===== src/rtl/fetch_unit_if.sv =====
// Bundle of the fetch stage's control inputs, instruction-memory port and
// IF/ID outputs, plus a debug view of the fetch FSM state.
//
// Memory handshake: imem_rd is a level request. Once raised, it stays high
// and imem_addr stays constant until a cycle in which imem_done=1. That cycle
// completes the transfer, and imem_data is valid only in that cycle.
// IF/ID handshake: decode takes instr/pc_plus2 on every edge where valid=1
// and stall_i=0. When stall_i=1 the fetch stage holds its outputs.
interface fetch_unit_if;
  logic        stall_i;
  logic        redirect;
  logic [15:0] redirect_pc;
  logic        halt_i;
  logic        imem_rd;
  logic [15:0] imem_addr;
  logic [15:0] imem_data;
  logic        imem_done;
  logic        imem_stall;
  logic [15:0] instr;
  logic [15:0] pc_plus2;
  logic        valid;
  logic        align_err_i;
  logic        flush;
  logic        flush_again;
  logic        flush_final;
  logic [1:0]  dbg_state;

  modport master (
    input  stall_i, redirect, redirect_pc, halt_i, imem_data, imem_done, imem_stall,
    output imem_rd, imem_addr, instr, pc_plus2, valid, align_err_i,
           flush, flush_again, flush_final, dbg_state
  );

  modport slave (
    output stall_i, redirect, redirect_pc, halt_i, imem_data, imem_done, imem_stall,
    input  imem_rd, imem_addr, instr, pc_plus2, valid, align_err_i,
           flush, flush_again, flush_final, dbg_state
  );
endinterface


===== src/rtl/fetch_unit.sv =====
// Instruction-fetch stage: owns the PC, drives the stallable instruction
// memory, buffers one word while decode stalls, and emits the three-stage
// flush pulse train after a redirect.
module fetch_unit #(
  parameter logic [15:0] RESET_PC  = 16'h0000,
  parameter logic [15:0] NOP_INSTR = 16'h0800
) (
  input logic          clk,
  input logic          rst,
  fetch_unit_if.master bus
);
  typedef enum logic [1:0] {RUN = 2'd0, DRAIN = 2'd1, ALIGN = 2'd2, HALT = 2'd3} state_t;

  state_t      state;
  logic [15:0] pc;
  logic [15:0] pc_inc;
  logic [15:0] pending_pc;
  logic [15:0] skid_instr;
  logic [15:0] skid_pc2;
  logic        skid_full;
  logic        halt_pend;
  logic [15:0] instr_q;
  logic [15:0] pc2_q;
  logic        valid_q;
  logic        align_q;
  logic        flush_q;
  logic        flush_again_q;
  logic        flush_final_q;
  logic        rd;
  logic        accept;
  logic        redirect_take;
  logic        deliver_en;
  logic        unused_imem_stall;

  assign pc_inc            = pc + 16'd2;
  assign unused_imem_stall = bus.imem_stall;

  // Request level: RUN fetches while the skid is free and pc is even; DRAIN
  // keeps the abandoned request alive so the address never moves mid-request.
  always_comb begin
    rd = 1'b0;
    if (!rst) begin
      case (state)
        RUN:     rd = !skid_full && !pc[0];
        DRAIN:   rd = 1'b1;
        default: rd = 1'b0;
      endcase
    end
  end

  assign accept        = rd && bus.imem_done;
  // HALT is terminal, so a redirect there has no effect.
  assign redirect_take = bus.redirect && (state != HALT);
  // Normal output/skid handling applies in RUN (even pc) and while HALT drains.
  assign deliver_en    = (state == RUN && !pc[0]) || (state == HALT);

  assign bus.imem_rd     = rd;
  assign bus.imem_addr   = pc;
  assign bus.instr       = instr_q;
  assign bus.pc_plus2    = pc2_q;
  assign bus.valid       = valid_q;
  assign bus.align_err_i = align_q;
  assign bus.flush       = flush_q;
  assign bus.flush_again = flush_again_q;
  assign bus.flush_final = flush_final_q;
  assign bus.dbg_state   = state;

  // Fetch FSM, PC, skid buffer, IF/ID outputs and flush shift chain.
  always_ff @(posedge clk) begin
    if (rst) begin
      state         <= RUN;
      pc            <= RESET_PC;
      pending_pc    <= RESET_PC;
      skid_instr    <= NOP_INSTR;
      skid_pc2      <= 16'h0000;
      skid_full     <= 1'b0;
      halt_pend     <= 1'b0;
      instr_q       <= NOP_INSTR;
      pc2_q         <= 16'h0000;
      valid_q       <= 1'b0;
      align_q       <= 1'b0;
      flush_q       <= 1'b0;
      flush_again_q <= 1'b0;
      flush_final_q <= 1'b0;
    end else begin
      // A new redirect restarts the chain; overlapping pulse trains merge.
      flush_q       <= redirect_take;
      flush_again_q <= flush_q;
      flush_final_q <= flush_again_q;

      if (redirect_take) begin
        skid_full <= 1'b0;
        instr_q   <= NOP_INSTR;
        valid_q   <= 1'b0;
        align_q   <= 1'b0;
        halt_pend <= 1'b0;
        if (rd && !bus.imem_done) begin
          // Request in flight: finish it on the old address, then jump.
          pending_pc <= bus.redirect_pc;
          state      <= DRAIN;
        end else begin
          pc    <= bus.redirect_pc;
          state <= RUN;
        end
      end else begin
        case (state)
          RUN: begin
            if (pc[0]) begin
              state   <= ALIGN;
              align_q <= 1'b1;
              instr_q <= NOP_INSTR;
              valid_q <= 1'b0;
            end else begin
              if (accept) pc <= pc_inc;
              if (bus.halt_i || halt_pend) begin
                if (rd && !bus.imem_done) begin
                  halt_pend <= 1'b1;
                end else begin
                  halt_pend <= 1'b0;
                  state     <= HALT;
                end
              end
            end
          end
          DRAIN: begin
            if (bus.imem_done) begin
              pc    <= pending_pc;
              state <= RUN;
            end
          end
          default: begin
          end
        endcase

        if (deliver_en) begin
          if (bus.stall_i) begin
            if (accept) begin
              skid_instr <= bus.imem_data;
              skid_pc2   <= pc_inc;
              skid_full  <= 1'b1;
            end
          end else if (skid_full) begin
            instr_q   <= skid_instr;
            pc2_q     <= skid_pc2;
            valid_q   <= 1'b1;
            skid_full <= 1'b0;
          end else if (accept) begin
            instr_q <= bus.imem_data;
            pc2_q   <= pc_inc;
            valid_q <= 1'b1;
          end else begin
            instr_q <= NOP_INSTR;
            valid_q <= 1'b0;
          end
        end
      end
    end
  end
endmodule


===== src/flat_wrapper.sv =====
// flat-port wrapper written by rule: the top's interface ports become plain ports
module fetch_unit_flat 
#(
  parameter logic [15:0] RESET_PC  = 16'h0000,
  parameter logic [15:0] NOP_INSTR = 16'h0800
)
  (clk, rst, bus_stall_i, bus_redirect, bus_redirect_pc, bus_halt_i, bus_imem_data, bus_imem_done, bus_imem_stall, bus_imem_rd, bus_imem_addr, bus_instr, bus_pc_plus2, bus_valid, bus_align_err_i, bus_flush, bus_flush_again, bus_flush_final, bus_dbg_state);
  fetch_unit_if bus_i ();
  input logic clk;
  input logic rst;
  input wire logic [$bits(bus_i.stall_i)-1:0] bus_stall_i;
  input wire logic [$bits(bus_i.redirect)-1:0] bus_redirect;
  input wire logic [$bits(bus_i.redirect_pc)-1:0] bus_redirect_pc;
  input wire logic [$bits(bus_i.halt_i)-1:0] bus_halt_i;
  input wire logic [$bits(bus_i.imem_data)-1:0] bus_imem_data;
  input wire logic [$bits(bus_i.imem_done)-1:0] bus_imem_done;
  input wire logic [$bits(bus_i.imem_stall)-1:0] bus_imem_stall;
  output wire logic [$bits(bus_i.imem_rd)-1:0] bus_imem_rd;
  output wire logic [$bits(bus_i.imem_addr)-1:0] bus_imem_addr;
  output wire logic [$bits(bus_i.instr)-1:0] bus_instr;
  output wire logic [$bits(bus_i.pc_plus2)-1:0] bus_pc_plus2;
  output wire logic [$bits(bus_i.valid)-1:0] bus_valid;
  output wire logic [$bits(bus_i.align_err_i)-1:0] bus_align_err_i;
  output wire logic [$bits(bus_i.flush)-1:0] bus_flush;
  output wire logic [$bits(bus_i.flush_again)-1:0] bus_flush_again;
  output wire logic [$bits(bus_i.flush_final)-1:0] bus_flush_final;
  output wire logic [$bits(bus_i.dbg_state)-1:0] bus_dbg_state;
  assign bus_i.stall_i = bus_stall_i;
  assign bus_i.redirect = bus_redirect;
  assign bus_i.redirect_pc = bus_redirect_pc;
  assign bus_i.halt_i = bus_halt_i;
  assign bus_i.imem_data = bus_imem_data;
  assign bus_i.imem_done = bus_imem_done;
  assign bus_i.imem_stall = bus_imem_stall;
  assign bus_imem_rd = bus_i.imem_rd;
  assign bus_imem_addr = bus_i.imem_addr;
  assign bus_instr = bus_i.instr;
  assign bus_pc_plus2 = bus_i.pc_plus2;
  assign bus_valid = bus_i.valid;
  assign bus_align_err_i = bus_i.align_err_i;
  assign bus_flush = bus_i.flush;
  assign bus_flush_again = bus_i.flush_again;
  assign bus_flush_final = bus_i.flush_final;
  assign bus_dbg_state = bus_i.dbg_state;
  fetch_unit #(.RESET_PC(RESET_PC), .NOP_INSTR(NOP_INSTR)) u_core (.clk(clk), .rst(rst), .bus(bus_i));
endmodule

===== config.mk =====
export PLATFORM = sky130hd
export DESIGN_NAME = fetch_unit_flat
export DESIGN_NICKNAME = d
export VERILOG_FILES = /design/src/rtl/fetch_unit_if.sv /design/src/rtl/fetch_unit.sv /design/src/flat_wrapper.sv
export SDC_FILE = /design/constraint.sdc
export NUM_CORES = 1
export LEC_CHECK = 0
export ABC_AREA = 1
export CAP_MARGIN = 30
export CORE_MARGIN = 4
export CORE_UTILIZATION = 40
export CTS_CLUSTER_SIZE = 8
export DETAILED_ROUTE_END_ITERATION = 10
export GPL_TIMING_DRIVEN = 1
export SETUP_SLACK_MARGIN = 0.4
export SYNTH_ARGS = -nofsm -noshare
export SYNTH_HDL_FRONTEND = slang
export SYNTH_SLANG_ARGS = --single-unit

===== constraint.sdc =====
create_clock -name clk -period 3.4 [get_ports clk]
set_clock_uncertainty 0.05 [all_clocks]
set_input_delay 0.68 -clock clk [delete_from_list [all_inputs] [get_ports clk]]
set_output_delay 0.68 -clock clk [all_outputs]
set_load 0.005 [all_outputs]

## After elaboration in Yosys (flattened, before gate mapping)

Cells that the tools add are included.

- Input bits: 39
- Register bits after elaboration: 105

- Mux-type cells: 32
- Reductions and logical operators: 23
- Add/sub/neg operators: 1
- Bitwise gates (word level): 3
- Eq/ne operators: 10

Operator list:

| cell | number |
|---|---|
| 2-to-1 mux 16 bit | 13 |
| one-hot mux 16 bit (2 select lines) | 1 |
| adder 16 x 2 -> 16 bit, second input constant | 1 |
| AND reduction 4 bit | 3 |
| 2-to-1 mux 1 bit | 11 |
| 2-to-1 mux 2 bit | 5 |
| != test 4 x 2 -> 1 bit, second input constant | 2 |
| AND reduction 2 bit | 3 |
| AND reduction 3 bit | 2 |
| logical AND 1 bit | 5 |
| AND reduction 5 bit | 1 |
| != test 2 bit, second input constant | 2 |
| one-hot mux 2 bit (2 select lines) | 1 |
| logical NOT 1 bit | 3 |
| != test 3 x 1 -> 1 bit, second input constant | 1 |
| != test 3 x 2 -> 1 bit, second input constant | 1 |
| != test 3 bit, second input constant | 1 |
| inverter 1 bit | 3 |
| nonzero test 3 bit | 1 |
| == test 2 x 1 -> 1 bit, second input constant | 1 |
| == test 2 bit, second input constant | 1 |
| logical NOT 2 bit | 1 |
| logical OR 1 bit | 2 |
| != test 2 x 1 -> 1 bit, second input constant | 1 |
| 3 further kinds | 3 |

## Longest topological paths before layout

Gate-level depths: netlist of the first run.

- Word-level depth: 10
- Gate-level depth with buffers: 11
- Depth with buffers taken out: 10

## Worst setup path before layout of the first run

No wires, ideal clock.

- Kind: input to register
- Start: input rst
- End: register u_core.pending_pc[0]
- Data arrival time: 1710 ps
- Library setup time: 86 ps
- Data required time: 3264 ps
- Path slack: 1555 ps
- Cell stages on the path: 9
- Buffers on the path: 2
- Cells stage by stage: nor2_1 inv_1 a21oi_2 nand3_1 buf_2 inv_2 buf_4 nor2_1 a211oi_1

- Cells in the longest elaborated chain, start to end: 3

Ends and longest elaborated chain:

| item | line | RTL |
|---|---|---|
| start, declared | flat_wrapper.sv:10 | `input logic rst;` |
| 2-to-1 mux 1 bit | fetch_unit.sv:42 | `if (!rst) begin` |
| via bus_imem_rd | flat_wrapper.sv:18 | `output wire logic [$bits(bus_i.imem_rd)-1:0] bus_imem_rd;` |
| logical AND 1 bit | fetch_unit.sv:97 | `if (rd && !bus.imem_done) begin` |
| AND reduction 2 bit (no source line) | - |  |
| end signal, assigned | fetch_unit.sv:99 | `pending_pc <= bus.redirect_pc;` |
| end, declared | fetch_unit.sv:17 | `logic [15:0] pending_pc;` |

The timed path passes the listed nets, and every way through them passes these cells.
A chain may end at the register's enable or synchronous reset.

## Final worst setup path of the first run

- Start: input rst
- End: output bus_imem_rd

- Cells in the longest elaborated chain, start to end: 1

Ends and longest elaborated chain:

| item | line |
|---|---|
| 2-to-1 mux 1 bit | fetch_unit.sv:42 |
| end, declared | flat_wrapper.sv:18 |

Every way passes these cells.

==> metrics.md, run 1 <==
| Metric | Value |
|---|---|
| Most common library cell in the layout ignoring fill and taps | sky130_fd_sc_hd__nand2_1 |
| Critical path startpoint category | primary input |
| Portion of the post-synthesis area used by sequential elements | 0.423 |
| Cell count after synthesis | 719 |
| Die boundary height | ~120 µm |
| Synth-to-layout area growth | 27.7% |
| Core outline area | between 10000 and 15000 µm² |
| Remaining Overflow, GRT | 0 |
| Cells traversed along the worst timing path | clkdlybuf4s50_1 -> nor2_1 -> inv_1 -> a21oi_2 -> clkdlybuf4s50_1 |
| CTS tree | done |
| Static Leak | 2.51 nW |
| VDD IR-drop max | 0.233 mV |
| Die width | 119 µm |
| Vias in the first global route | 4595 |
| Netlist Area Pre-Place | between 4000 and 5000 µm² |
| Arrival time of data at the critical path endpoint | 2030 ps |
| Total net switching power | roughly 870 µW |
| CP max stage delay | 530 ps |
| Count of H-tree levels built during CTS | 3 |
| Number of antenna-violating nets in the routed design | 0 |
| Top achievable clock speed | 362 MHz |
| Root Buffer Master | sky130_fd_sc_hd__clkbuf_16 |
| Hold Vio Cnt, Final | 0 |
| Min-delay worst type | flip-flop to flip-flop |
| Summed negative setup slack over all endpoints | 0 ps |
| Cell types with the largest area share after synthesis | sky130_fd_sc_hd__dfxtp_1 42%, sky130_fd_sc_hd__nand2_1 13%, sky130_fd_sc_hd__a21oi_1 7.6% |
| Number of top-level design ports | between 90 and 100 |
| RSZ-0062 raised after global routing | false |
| Max-cap violations | 0 |
| Commonest non-fill, non-tap cells in the layout | 171 x sky130_fd_sc_hd__nand2_1, 105 x sky130_fd_sc_hd__dfxtp_1, 93 x sky130_fd_sc_hd__clkdlybuf4s50_1 |
| Detailed Routing Iterations Pass 1 | 7 |
| Net count after synthesis | around 760 |
| Overall die area | roughly 14000 µm² |
| Residual DRC count | 0 |
| Biggest fanout along the worst timing path | 4 |
| Number of sinks driven by the clock tree | 105 |
| Clock-pin transition on the worst setup and hold timing paths | 70 ps |
| WHS | 371 ps |
| Final setup viols | 0 |
| Cell with the most instances on the worst path | sky130_fd_sc_hd__clkdlybuf4s50_1 |
| Total half-perimeter wirelength after legalization and detailed placement | 9.48 mm |
| Number of buffers created by CTS | 9 |
| Crit end category | output pin |
| Area share of the leading cell type in the synthesized netlist | 0.423 |
| Final Max Slew Viols | 0 |
| P per Cell Area | 473 nW/µm² |
| Maximum count of clock buffers along a single path | 2 |
| Largest net degree at the start of global routing | 38 |
| Seq cells post-synth | ~110 |
| Critical-path cell with the highest stage delay | sky130_fd_sc_hd__clkdlybuf4s50_1 |
| Hold buffers post-CTS | 0 |
| GP Congestion | 0.886 |
| Routed len/inst | 14.0 µm |
| Post-synthesis cell type count | 33 |
| Status | completed |
| Clock latency on the worst-skew pair | 340 ps |
| Final WL | 13.6 mm |
| GRT Total Usage | 0.194 |
| Nets@finish | 837 |
| Fraction of the cycle the final worst path needs | 0.812 |
| Post-layout minimum cycle time | between 2000 and 3000 ps |
| Buffers added on ports | 93 |
| Share of power burned in combinational logic | 0.194 |
| Overall via count from detail_route | 4852 |
| Layout cells sized above 1 | 0.0786 |
| Sequential share of power | 0.452 |
| Category of the critical setup timing path | primary input to output pin |
| Total buffers and inverters traversed by the critical path | 3 |
| Least-Margin Pin Slew | roughly 600 ps |
| Internal power consumption | between 2 and 2.5 mW |
| Data required time at the worst endpoint | about 2700 ps |
| Mapped Avg Cell Area | 6.91 µm² |
| Wire length of the first global-routing pass | 22.8 mm |
| Final cell area excluding filler cells | approximately 6300 µm² |
| Via/cell ratio | 5.00 |
| Sw Share | 0.289 |
| Number of DRC markers after the initial detailed-route iteration | 415 |
| CP top delay family | buffers and inverters |
| # resized after CTS | 0 |
| Synth Warn # | 0 |
| Placement Cell Area | roughly 6000 µm² |
| Initial antenna violation count | 0 |
| Largest area contributor in the synthesized netlist | sky130_fd_sc_hd__dfxtp_1 |
| Initial core utilization | 0.412 |
| Clock group share of total power | 0.354 |
| # Post-CTS Setup Buffers | 0 |
| Antenna diode instance count | 0 |
| Max-slew headroom at the worst pin | 0.591 |
| Standard-cell row count | 40 |
==> routing by layer <==
layer | global-route usage | up-vias | part of all wire
met2 | 0.315 | 117 | 0.46
met5 | 0 | - | 0
li1 | - | 2473 | -
met4 | 0.0659 | 0 | 0.018
met1 | 0.261 | 2246 | 0.47
met3 | 0.0356 | 16 | 0.051
==> power groups by stage <==
stage | registers (mW) | clock network [mW] | logic (mW)
after floorplan | 1.37 | 0 | 0.353
after global placement | 1.38 | 0 | 0.575
after detailed placement | 1.38 | 0 | 0.584
after CTS | 1.36 | 1.09 | 0.588
after global routing | 1.37 | 1.14 | 0.651
final | 1.35 | 1.06 | 0.582
==> synthesized netlist by cell type, drive strengths merged <==
master	n
nand2	175
dfxtp	105
nor2	94
a21oi	76
inv	75
o21ai	73
nand3	30
clkbuf	20
buf	17
or2	13
o2111ai	12
a211oi	6
nand4	5
xnor2	5
and2	3
nand3b	3
nor3	2
xor2	2
clkinv	1
ha	1
o22ai	1
==> stage by stage <==
step / util / cells / power [mW] / setup WS, ps
after global placement: 0.500 / 954 / 1.96 / 631
after global routing: 0.526 / 970 / 3.16 / 521
final: 0.526 / 970 / 3.00 / 639
after detailed placement: 0.500 / 954 / 1.97 / 574
after floorplan: - / 719 / 1.72 / 1550
after CTS: 0.526 / 970 / 3.03 / 620
==> area by class of cell <==
type	instances	area (µm²)
fill	1204	5720
multi-input combinational	501	2410
sequential	105	2100
timing repair buffer	104	1030
inverter	76	288
clock buffer	11	243
tap	168	210
clock inverter	5	63.8
==> worst register-to-register path: stages (launching register included) <==
cell                      delay (ps)
sky130_fd_sc_hd__dfxtp_1         360
sky130_fd_sc_hd__inv_2            90
sky130_fd_sc_hd__nand2_1         150
sky130_fd_sc_hd__nand2_1         120
sky130_fd_sc_hd__nand3_2         170
sky130_fd_sc_hd__nand2_2         350
sky130_fd_sc_hd__nand2_2         190
sky130_fd_sc_hd__nor2_4          350
sky130_fd_sc_hd__nand3_1         150
sky130_fd_sc_hd__a21oi_1         140
==> sequential cells by signal (all words and copies together), names as in the netlist, named ones only <==
register and cells:
u_core.bus.valid 1, u_core.bus.align_err_i 1, u_core.bus.imem_addr 15, u_core.bus.flush_again 1
u_core.bus.flush_final 1, u_core.skid_pc2 16, u_core.bus.flush 1, u_core.halt_pend 1
u_core.skid_full 1, u_core.bus.dbg_state 2, u_core.bus.pc_plus2 16, u_core.skid_instr 16
u_core.bus.instr 16, u_core.pending_pc 16
==> path summary, 6_finish.rpt <==
| path | startpoint | end | slack, ps | cells past startpoint |
|---|---|---|---|---|
| setup / recovery | rst | bus_imem_rd | 640 | 5 |
| hold reg to reg | u_core.bus.flush_again$_SDFF_PP0_ | u_core.bus.flush_final$_SDFF_PP0_ | 370 | 2 |
| setup reg to reg | flip-flop | u_core.bus.pc_plus2[0]$_SDFFE_PP0P_ | 1220 | 9 |
| hold / removal | u_core.bus.flush_again$_SDFF_PP0_ | u_core.bus.flush_final$_SDFF_PP0_ | 370 | 2 |
==> cell families (layout without fill, tap and decap cells) <==
family,count (synthesis),in the layout,share of synthesized area
adders and majority gates,1,1,0.00252
DFF,105,105,0.423
xor gates and xnor gates,7,7,0.0123
buffers and inverters,113,196,0.0917
AOI/OAI and AO/OA,168,168,0.182
and+or+nand+nor,325,325,0.288
Power figures use the tool's default switching activity.
==> run 2, diff against run 1 <==
- PLACE_DENSITY: unset -> 0.67
- clock period: 3.4 -> 2.4 ns (I/O delays scaled with it)
==> run 2 against run 1 <==
Net effect:
- setup slack worse by 140 ps
- critical path type is now flip-flop to output pin
- hold slack worse by 0.88 ps
- largest cell class unchanged
- critical path depth down 4
- critical endpoint is now bus_imem_addr[9]
- highest routed layer unchanged
==> metrics.md, run 2 (synthesis gave the netlist of run 1 again) <==
| Metric | Value |
|---|---|
| Hold Vio Cnt, Final | 0 (unchanged) |
| Maximum count of clock buffers along a single path | 2 (unchanged) |
| Remaining Overflow, GRT | 0 (unchanged) |
| Die boundary height | 119 µm (unchanged) |
| Post-layout minimum cycle time | 1900 ps |
| Crit end category | output pin |
| P per Cell Area | 670 nW/µm² (+42%) |
| Critical-path cell with the highest stage delay | sky130_fd_sc_hd__clkdlybuf4s50_1 |
| GP Congestion | 0.835 (-5.7%) |
| Number of sinks driven by the clock tree | 105 (unchanged) |
| Top achievable clock speed | 526 MHz |
| Clock-pin transition on the worst setup and hold timing paths | 70 ps (about the same) |
| Status | completed |
| Placed instance count | 964 (+1.0%) |
| Buffers added on ports | 93 (unchanged) |
| Via/cell ratio | 5.04 (+0.67%) |
| Commonest non-fill, non-tap cells in the layout | 171 x sky130_fd_sc_hd__nand2_1, 104 x sky130_fd_sc_hd__dfxtp_1, 91 x sky130_fd_sc_hd__clkdlybuf4s50_1 |
| FILL cells | 1133 (-5.9%) |
| Largest net degree at the start of global routing | 38 (unchanged) |
| Total half-perimeter wirelength after legalization and detailed placement | 9.57 mm (+0.98%) |
| Total buffers and inverters traversed by the critical path | 1 (-2) |
| Overall power consumption | 4.40 mW (+47%) |
| Final Max Slew Viols | 0 (unchanged) |
| Antenna diode instance count | 0 (unchanged) |
| CP max stage delay | 550 ps (+20 ps) |
| Critical path startpoint category | flip-flop |
| Arrival time of data at the critical path endpoint | 1370 ps (-660 ps) |
| WHS | 370 ps (-0.883 ps) |
| Number of buffers created by CTS | 9 (unchanged) |
| Synth-to-layout area growth | 32.2% |
| Cells traversed along the worst timing path | clkdlybuf4s50_1 |
| Count of H-tree levels built during CTS | 3 (unchanged) |
| Min-delay worst type | flip-flop to flip-flop |
| Layout cells sized above 1 | 0.104 (+0.0256) |
| RSZ-0062 raised after global routing | false |
| Die width | 119 µm (unchanged) |
| CTS tree | done |
| Static Leak | 2.62 nW (+4.4%) |
| Most common library cell in the layout ignoring fill and taps | sky130_fd_sc_hd__nand2_1 |
| GRT Total Usage | 0.193 (-0.00138) |
| CP top delay family | buffers and inverters |
| Summed negative setup slack over all endpoints | 0 ps (unchanged) |
| Standard-cell row count | 40 (unchanged) |
| Initial core utilization | 0.412 (unchanged) |
| Clock latency on the worst-skew pair | 360 ps (+20 ps) |
| Nets@finish | 851 (+1.7%) |
| Data required time at the worst endpoint | 1870 ps (-800 ps) |
| Overall via count from detail_route | 4955 (+2.1%) |
| Vias in the first global route | 4673 (+1.7%) |
| Layout Utilization | 0.545 (+0.0188) |
| Final WL | 13.7 mm (+0.93%) |
| VDD IR-drop max | 0.325 mV (+40%) |
| Non-filler instance count after layout | 984 (+1.4%) |
| Routed len/inst | 14.0 µm (-0.50%) |
| Number of top-level design ports | 95 (unchanged) |
| Fraction of the cycle the final worst path needs | 0.792 |
| Final setup viols | 0 (unchanged) |
| Initial antenna violation count | 0 (unchanged) |
| Overall die area | 14300 µm² (unchanged) |
| Least-Margin Pin Slew | 439 ps (-174 ps) |
| Biggest fanout along the worst timing path | 6 (+2) |
| Wire length of the first global-routing pass | 22.5 mm (-1.0%) |
| Detailed Routing Iterations Pass 1 | 6 (-1) |
| Max-slew headroom at the worst pin | 0.706 (+0.116) |
| Core outline area | 12100 µm² (unchanged) |
| Hold buffers post-CTS | 0 (unchanged) |
| Residual DRC count | 0 (unchanged) |
| Max-cap violations | 0 (unchanged) |
| Number of DRC markers after the initial detailed-route iteration | 348 (-16%) |
| Number of antenna-violating nets in the routed design | 0 (unchanged) |
| Root Buffer Master | sky130_fd_sc_hd__clkbuf_16 |
| Category of the critical setup timing path | flip-flop to output pin |
run 2: final timing paths:
check | from | cells after the start | end | slack (ps)
setup reg to reg | flip-flop | 10 | u_core.skid_instr[13]$_SDFFE_PP0P_ | 550
setup / recovery | u_core.bus.imem_addr[9]$_SDFFE_PP0P_ | 1 | bus_imem_addr[9] | 500
hold reg to reg | u_core.bus.flush$_SDFF_PP0_ | 2 | u_core.bus.flush_again$_SDFF_PP0_ | 370
hold / removal | u_core.bus.flush$_SDFF_PP0_ | 2 | u_core.bus.flush_again$_SDFF_PP0_ | 370
run 2: layout make-up:
type	count	area, µm²	share of cell area
multi-input cells	501	2440	0.371
flip-flops and latches	105	2100	0.320
repair buffers	118	1200	0.183
inverters	76	295	0.0450
clock buffers	9	225	0.0343
well taps	168	210	0.0320
clock inverters	7	92.6	0.0141
run 2: through the flow:
stage          setup WS (ps)  area, µm²
6_report                 499       6570
2_1_floorplan            755       4970
3_5_place_dp            43.1       6140
5_1_grt                  417       6570
4_1_cts                  394       6460
3_3_place_gp            36.5       6140
run 2: timing repair:
action,in CTS,in global routing
resized for setup,5,24
endpoints found under the setup margin,1,69
pin swaps,1,4
gates cloned,0,2
hold endpoints to repair,0,0
setup buffers,1,1
run 2: report_power, final:
part,internal (mW),switching (mW)
combinational,0.390,0.503
clock,0.845,0.739
sequential,1.83,0.0865
total,3.07,1.33
run 2: metal layers:
metal,global-route usage,share of wire
met1,0.244,0.46
met2,0.317,0.47
met3,0.0484,0.051
met4,0.0723,0.023
met5,0,0
